**src/rtl/m_wb_regbank_if.sv**
```systemverilog
// Wishbone classic bus bundle for m_wb_regbank.
// Signal names follow the Wishbone slave-side naming of the bank.
interface m_wb_regbank_if #(
  parameter int unsigned ADRW = 2
);
  logic            STB_I;
  logic            WE_I;
  logic [3:0]      SEL_I;
  logic [ADRW-1:0] ADR_I;
  logic [31:0]     DAT_I;
  logic [31:0]     DAT_O;
  logic            ACK_O;

  modport master (
    output STB_I, WE_I, SEL_I, ADR_I, DAT_I,
    input  DAT_O, ACK_O
  );

  modport slave (
    input  STB_I, WE_I, SEL_I, ADR_I, DAT_I,
    output DAT_O, ACK_O
  );
endinterface

```
**src/rtl/m_wb_regbank.sv**
```systemverilog
// Bank of NREG byte-writable 32-bit registers behind a Wishbone classic slave port,
// with configurable ACK wait states, per-register write-commit pulses and a flat
// register output. Optional macro M_WB_REGBANK_STICKY_EN turns the last register
// into a write-1-to-clear sticky status register fed by sts_set.
module m_wb_regbank #(
  parameter int unsigned NREG       = 4,
  parameter int unsigned ADRW       = 2,
  parameter int unsigned WAITSTATES = 0,
  parameter logic [31:0] RESETVAL   = 32'h0
) (
  input  logic                 CLK_I,
  input  logic                 RST_I,
  m_wb_regbank_if.slave        bus,
  output logic [NREG-1:0]      wrpulse,
  output logic [32*NREG-1:0]   regs_o
`ifdef M_WB_REGBANK_STICKY_EN
  ,
  input  logic [31:0]          sts_set
`endif
);

  typedef enum logic [1:0] {StIdle, StWait, StAck} state_e;

  // Counter is loaded one short so that ACK lands WAITSTATES cycles after WAIT entry.
  localparam int unsigned WaitLoadInt = (WAITSTATES > 0) ? WAITSTATES - 1 : 0;
  localparam logic [2:0]  WaitLoad    = WaitLoadInt[2:0];

  state_e          state_q, state_d;
  logic [2:0]      cnt_q, cnt_d;
  logic [31:0]     regs_q [NREG];
  logic [31:0]     regs_d [NREG];
  logic [NREG-1:0] wrpulse_q, wrpulse_d;
  logic [ADRW-1:0] adr;
  logic [31:0]     byte_mask;
  logic            ack;
  logic            commit;

  assign adr    = bus.ADR_I;
  assign ack    = (state_q == StAck);
  assign commit = ack & bus.STB_I & bus.WE_I;

  // FSM state and wait counter register
  always_ff @(posedge CLK_I) begin
    if (RST_I) begin
      state_q <= StIdle;
      cnt_q   <= '0;
    end else begin
      state_q <= state_d;
      cnt_q   <= cnt_d;
    end
  end

  // FSM next state: IDLE -> (WAIT) -> ACK -> IDLE; dropped strobe aborts WAIT
  always_comb begin
    state_d = state_q;
    cnt_d   = cnt_q;
    unique case (state_q)
      StIdle: begin
        if (bus.STB_I) begin
          if (WAITSTATES == 0) begin
            state_d = StAck;
          end else begin
            state_d = StWait;
            cnt_d   = WaitLoad;
          end
        end
      end
      StWait: begin
        if (!bus.STB_I) begin
          state_d = StIdle;
        end else if (cnt_q == '0) begin
          state_d = StAck;
        end else begin
          cnt_d = cnt_q - 3'd1;
        end
      end
      StAck:   state_d = StIdle;
      default: state_d = StIdle;
    endcase
  end

  // Expand byte enables to a bit mask
  always_comb begin
    byte_mask = '0;
    for (int k = 0; k < 4; k++) begin
      byte_mask[8*k +: 8] = {8{bus.SEL_I[k]}};
    end
  end

  // Register next state: byte-masked write at ACK, plus sticky set/clear if enabled
  always_comb begin
    for (int i = 0; i < NREG; i++) begin
      regs_d[i] = regs_q[i];
    end
    wrpulse_d = '0;
    if (commit) begin
      regs_d[adr]    = (regs_q[adr] & ~byte_mask) | (bus.DAT_I & byte_mask);
      wrpulse_d[adr] = 1'b1;
    end
`ifdef M_WB_REGBANK_STICKY_EN
    // Write-1-to-clear, with set taking priority over a same-cycle clear.
    if (commit && (adr == ADRW'(NREG - 1))) begin
      regs_d[NREG-1] = (regs_q[NREG-1] & ~(bus.DAT_I & byte_mask)) | sts_set;
    end else begin
      regs_d[NREG-1] = regs_q[NREG-1] | sts_set;
    end
`endif
  end

  // Register storage and write-commit pulse
  always_ff @(posedge CLK_I) begin
    if (RST_I) begin
      for (int i = 0; i < NREG; i++) begin
        regs_q[i] <= RESETVAL;
      end
`ifdef M_WB_REGBANK_STICKY_EN
      regs_q[NREG-1] <= '0;
`endif
      wrpulse_q <= '0;
    end else begin
      for (int i = 0; i < NREG; i++) begin
        regs_q[i] <= regs_d[i];
      end
      wrpulse_q <= wrpulse_d;
    end
  end

  // Read data is zero outside the ACK cycle so the bus can be OR-combined
  assign bus.DAT_O = ack ? regs_q[adr] : '0;
  assign bus.ACK_O = ack;
  assign wrpulse   = wrpulse_q;

  for (genvar i = 0; i < NREG; i++) begin : g_flat
    assign regs_o[32*i +: 32] = regs_q[i];
  end

endmodule
```
**src/flat_wrapper.sv**
```systemverilog
// flat-port wrapper written by rule: the top's interface ports become plain ports
module m_wb_regbank_flat 
#(
  parameter int unsigned NREG       = 4,
  parameter int unsigned ADRW       = 2,
  parameter int unsigned WAITSTATES = 0,
  parameter logic [31:0] RESETVAL   = 32'h0
)
  (CLK_I, RST_I, wrpulse, regs_o, bus_STB_I, bus_WE_I, bus_SEL_I, bus_ADR_I, bus_DAT_I, bus_DAT_O, bus_ACK_O);
  m_wb_regbank_if #(.ADRW(ADRW)) bus_i ();
  input  logic CLK_I;
  input  logic RST_I;
  output logic [NREG-1:0] wrpulse;
  output logic [32*NREG-1:0] regs_o;
  input wire logic [$bits(bus_i.STB_I)-1:0] bus_STB_I;
  input wire logic [$bits(bus_i.WE_I)-1:0] bus_WE_I;
  input wire logic [$bits(bus_i.SEL_I)-1:0] bus_SEL_I;
  input wire logic [$bits(bus_i.ADR_I)-1:0] bus_ADR_I;
  input wire logic [$bits(bus_i.DAT_I)-1:0] bus_DAT_I;
  output wire logic [$bits(bus_i.DAT_O)-1:0] bus_DAT_O;
  output wire logic [$bits(bus_i.ACK_O)-1:0] bus_ACK_O;
  assign bus_i.STB_I = bus_STB_I;
  assign bus_i.WE_I = bus_WE_I;
  assign bus_i.SEL_I = bus_SEL_I;
  assign bus_i.ADR_I = bus_ADR_I;
  assign bus_i.DAT_I = bus_DAT_I;
  assign bus_DAT_O = bus_i.DAT_O;
  assign bus_ACK_O = bus_i.ACK_O;
  m_wb_regbank #(.NREG(NREG), .ADRW(ADRW), .WAITSTATES(WAITSTATES), .RESETVAL(RESETVAL)) u_core (.CLK_I(CLK_I), .RST_I(RST_I), .bus(bus_i), .wrpulse(wrpulse), .regs_o(regs_o));
endmodule
```
**config.mk**
```make
export PLATFORM = sky130hd
export DESIGN_NAME = m_wb_regbank_flat
export DESIGN_NICKNAME = d
export VERILOG_FILES = /design/src/rtl/m_wb_regbank_if.sv /design/src/rtl/m_wb_regbank.sv /design/src/flat_wrapper.sv
export SDC_FILE = /design/constraint.sdc
export NUM_CORES = 1
export LEC_CHECK = 0
export ABC_CLOCK_PERIOD_IN_PS = 2400
export CAP_MARGIN = 0
export CORE_MARGIN = 2
export CORE_UTILIZATION = 51
export CTS_CLUSTER_DIAMETER = 60
export DETAILED_ROUTE_END_ITERATION = 8
export PLACE_DENSITY = 0.87
export SYNTH_ARGS = -nofsm -noshare
export SYNTH_HDL_FRONTEND = slang
export SYNTH_SLANG_ARGS = --single-unit
```
**constraint.sdc**
```tcl
create_clock -name CLK_I -period 2.4 [get_ports CLK_I]
set_input_delay 0.36 -clock CLK_I [delete_from_list [all_inputs] [get_ports CLK_I]]
set_output_delay 0.36 -clock CLK_I [all_outputs]
set_load 0.05 [all_outputs]
```
==> out/metrics.yaml <==
status: "completed"
cts_buffer_depth: 2
synthTopCellsByArea: "dfxtp_1, o211ai_1, o21ai_0"
grt_pass1_wl_um: 34580
path_max_fanout: 19
grt_pass1_vias: 6656
cp-startpoint: "u_core.state_q[1]$_SDFFE_PP0P_"
ant_nets: 0
worstSetupStartpointType: "flip-flop"
ys_seq_area_share_pct: 40.41
synth-edff-count: 0
num_vias: 6830
dieArea_sq_um: 13840
antenna_found_initial: 0
nets: 961
fin_hold_ws_ps: 477.0
coreArea_sq_um: 12620
avgSynthCellArea_sq_um: 8.762
insertedDiodeCount: 0
ys_types: 37
syn-cell-area_sq_um: 6589
crit_required_ps: 2040
die_w_um: 117.7
period_minus_slack_ps: 2164
finalSetupViolCount: 0
cts-htree-levels: 4
postSynthCellCount: 752
post-route-period-util_pct: 90.18
cellPowerDensity_nw_per_um2: 544.4
gp_congestion: 0.8459
fmax_mhz: 462.0
ir_worst_vdd_v: 0.0003979
p_leak_nw: 3.556
avgRoutedWirePerCell_um: 19.40
synthArstFlopShare_pct: 0
post_cts_buffers: 0
synth_top_area_cell: "dfxtp_1"
rsz0062_at_grt: "no"
slew_violations: 0
port_buffers: 206
crit_type: "flip-flop to output port"
finClkSkew_ps: 8.611
crit_path_end_kind: "output port"
cts.clk_slew.worst_paths_ps: 50
maxCapViolations: 0
initial_utilization_pct: 52.21
min_from: "bus_ADR_I[1]"
first_iter_violations: 644
drt_first_pass_iters: 5
yosys_warnings: 0
clkLatencyLatePin_ps: 420
cts.repair.resized: 0
syn2layout_area_growth_pct: 40.71
grt_max_degree: 78
final_cell_area_sq_um: 9271
cts-root-buf: "clkbuf_16"
row_count: 41
slew-limit-headroom_pct: 44.42
grt_overflow: 0
dieHeight_um: 117.7
clock_sinks: 133
synth_seq_cells: 133
hold_viol: 0
post-route-drc-count: 0
ios: 207
holdBufCountCts: 0
dpl_cell_area_sq_um: 8763
arrival_ps: 1800
p_total_mw: 5.048
tns_ps: 0
cts_inserted_buffers: 17
viasPerCell: 6.187
grt_usage_pct: 30.63
synth_nets: 794
max_slew.worst_pin.slew_ps: 833.7
worstHoldPathType: "input port to flip-flop"
drive_gt1_share_pct: 13.63
yosysTopAreaCellShare_pct: 40.41
dp.final_hpwl_um: 14560
drt-total-wl_um: 21410
cts_tree: "yes"
synth_ff_type: "dfxtp_1"
reg2reg_from: "u_core.state_q[1]$_SDFFE_PP0P_"
==> worst paths after layout <==
path | slack (ps) | end | cells past startpoint
worst max-delay path | 240 | bus_DAT_O[3] | 3
worst min-delay path | 480 | u_core.wrpulse[1]$_SDFF_PP0_ | 2
worst max register to register | 690 | u_core.regs_q[3][7]$_SDFFE_PP0P_ | 4
worst min register to register | 490 | u_core.regs_q[3][31]$_SDFFE_PP0P_ | 2
==> flip-flops by register name, indices dropped and copies added, names as in the netlist <==
name            flops
u_core.regs_q     128
u_core.wrpulse      4
u_core.state_q      1
==> final cells by class <==
cell class                      instances  area [sq um]
Multi-Input combinational cell        529          3461
Sequential cell                       133          2663
Timing Repair Buffer                  236          2417
Fill cell                             941          3348
Inverter                                2         7.507
Tap cell                              172         215.2
Clock buffer                           27         483.0
Clock inverter                          5         25.02
==> per-stage QoR <==
| step | util [%] | instances | setup slack [ps] |
|---|---|---|---|
| global route | 73.47 | 1104 | 168.8 |
| global placement | 69.44 | 1072 | 290.0 |
| CTS | 73.47 | 1104 | 257.6 |
| detailed placement | 69.44 | 1072 | 281.2 |
| floorplan | - | 752 | 396.3 |
| finish | 73.47 | 1104 | 235.7 |
==> layer usage <==
metal,vias up,wire [um],track usage [%]
met5,-,0,0
met4,0,993,18.07
met3,74,1633,6.347
met2,393,10040,48.15
li1,3123,-,-
met1,3240,8748,38.84
==> report_power, final <==
| part | switching (mW) | total (mW) | internal, mW |
|---|---|---|---|
| clock | 0.893 | 2.26 | 1.36 |
| combinational | 0.355 | 0.560 | 0.205 |
| sequential | 0.0115 | 2.23 | 2.22 |
==> cells by family (layout without fill, tap and decap cells) <==
kind of cell           Yosys count  after routing  share of synthesized area (%)
AOI/OAI and AO/OA              309            309                          28.98
and+or+nand+nor                160            160                          12.88
DFF                            133            133                          40.41
buffers and inverters           90            270                          7.083
muxes                           60             60                          10.65
==> Yosys cell counts, types with 5 or more instances <==
cell and number:
buf_2 12, buf_1 8, nand2_1 32, mux4_2 5, nor2_1 6, buf_6 6, mux2i_1 27, dfxtp_1 133
buf_4 15, nand2b_1 30, nor2b_1 5, a21oi_1 72, clkbuf_1 45, and2_1 9, o211ai_1 77, nand3_1 70
mux2_2 26, o211a_1 26, o21ai_0 105, o21ai_1 19
==> cell usage in the layout (no fill, tap or decap), types with 4 or more instances in the layout <==
master	count
nand2_1	32
clkbuf_1	8
o21ai_0	105
a21oi_1	72
dfxtp_1	133
and2_1	9
nand2b_1	30
o21ai_1	19
nor2b_1	5
buf_12	18
mux4_2	5
o311ai_0	4
clkdlybuf4s50_1	170
mux2_2	26
nor2_1	6
nand3_1	70
buf_4	46
o211a_1	26
a311oi_1	4
clkbuf_16	17
o211ai_1	77
mux2i_1	27
clkinv_2	5
==> worst max-delay path, stage by stage (launching register included) <==
cell and delay, ps:
dfxtp_1 580, buf_4 360, o211a_1 220, buf_4 200
(Power assumes the default switching activity.)
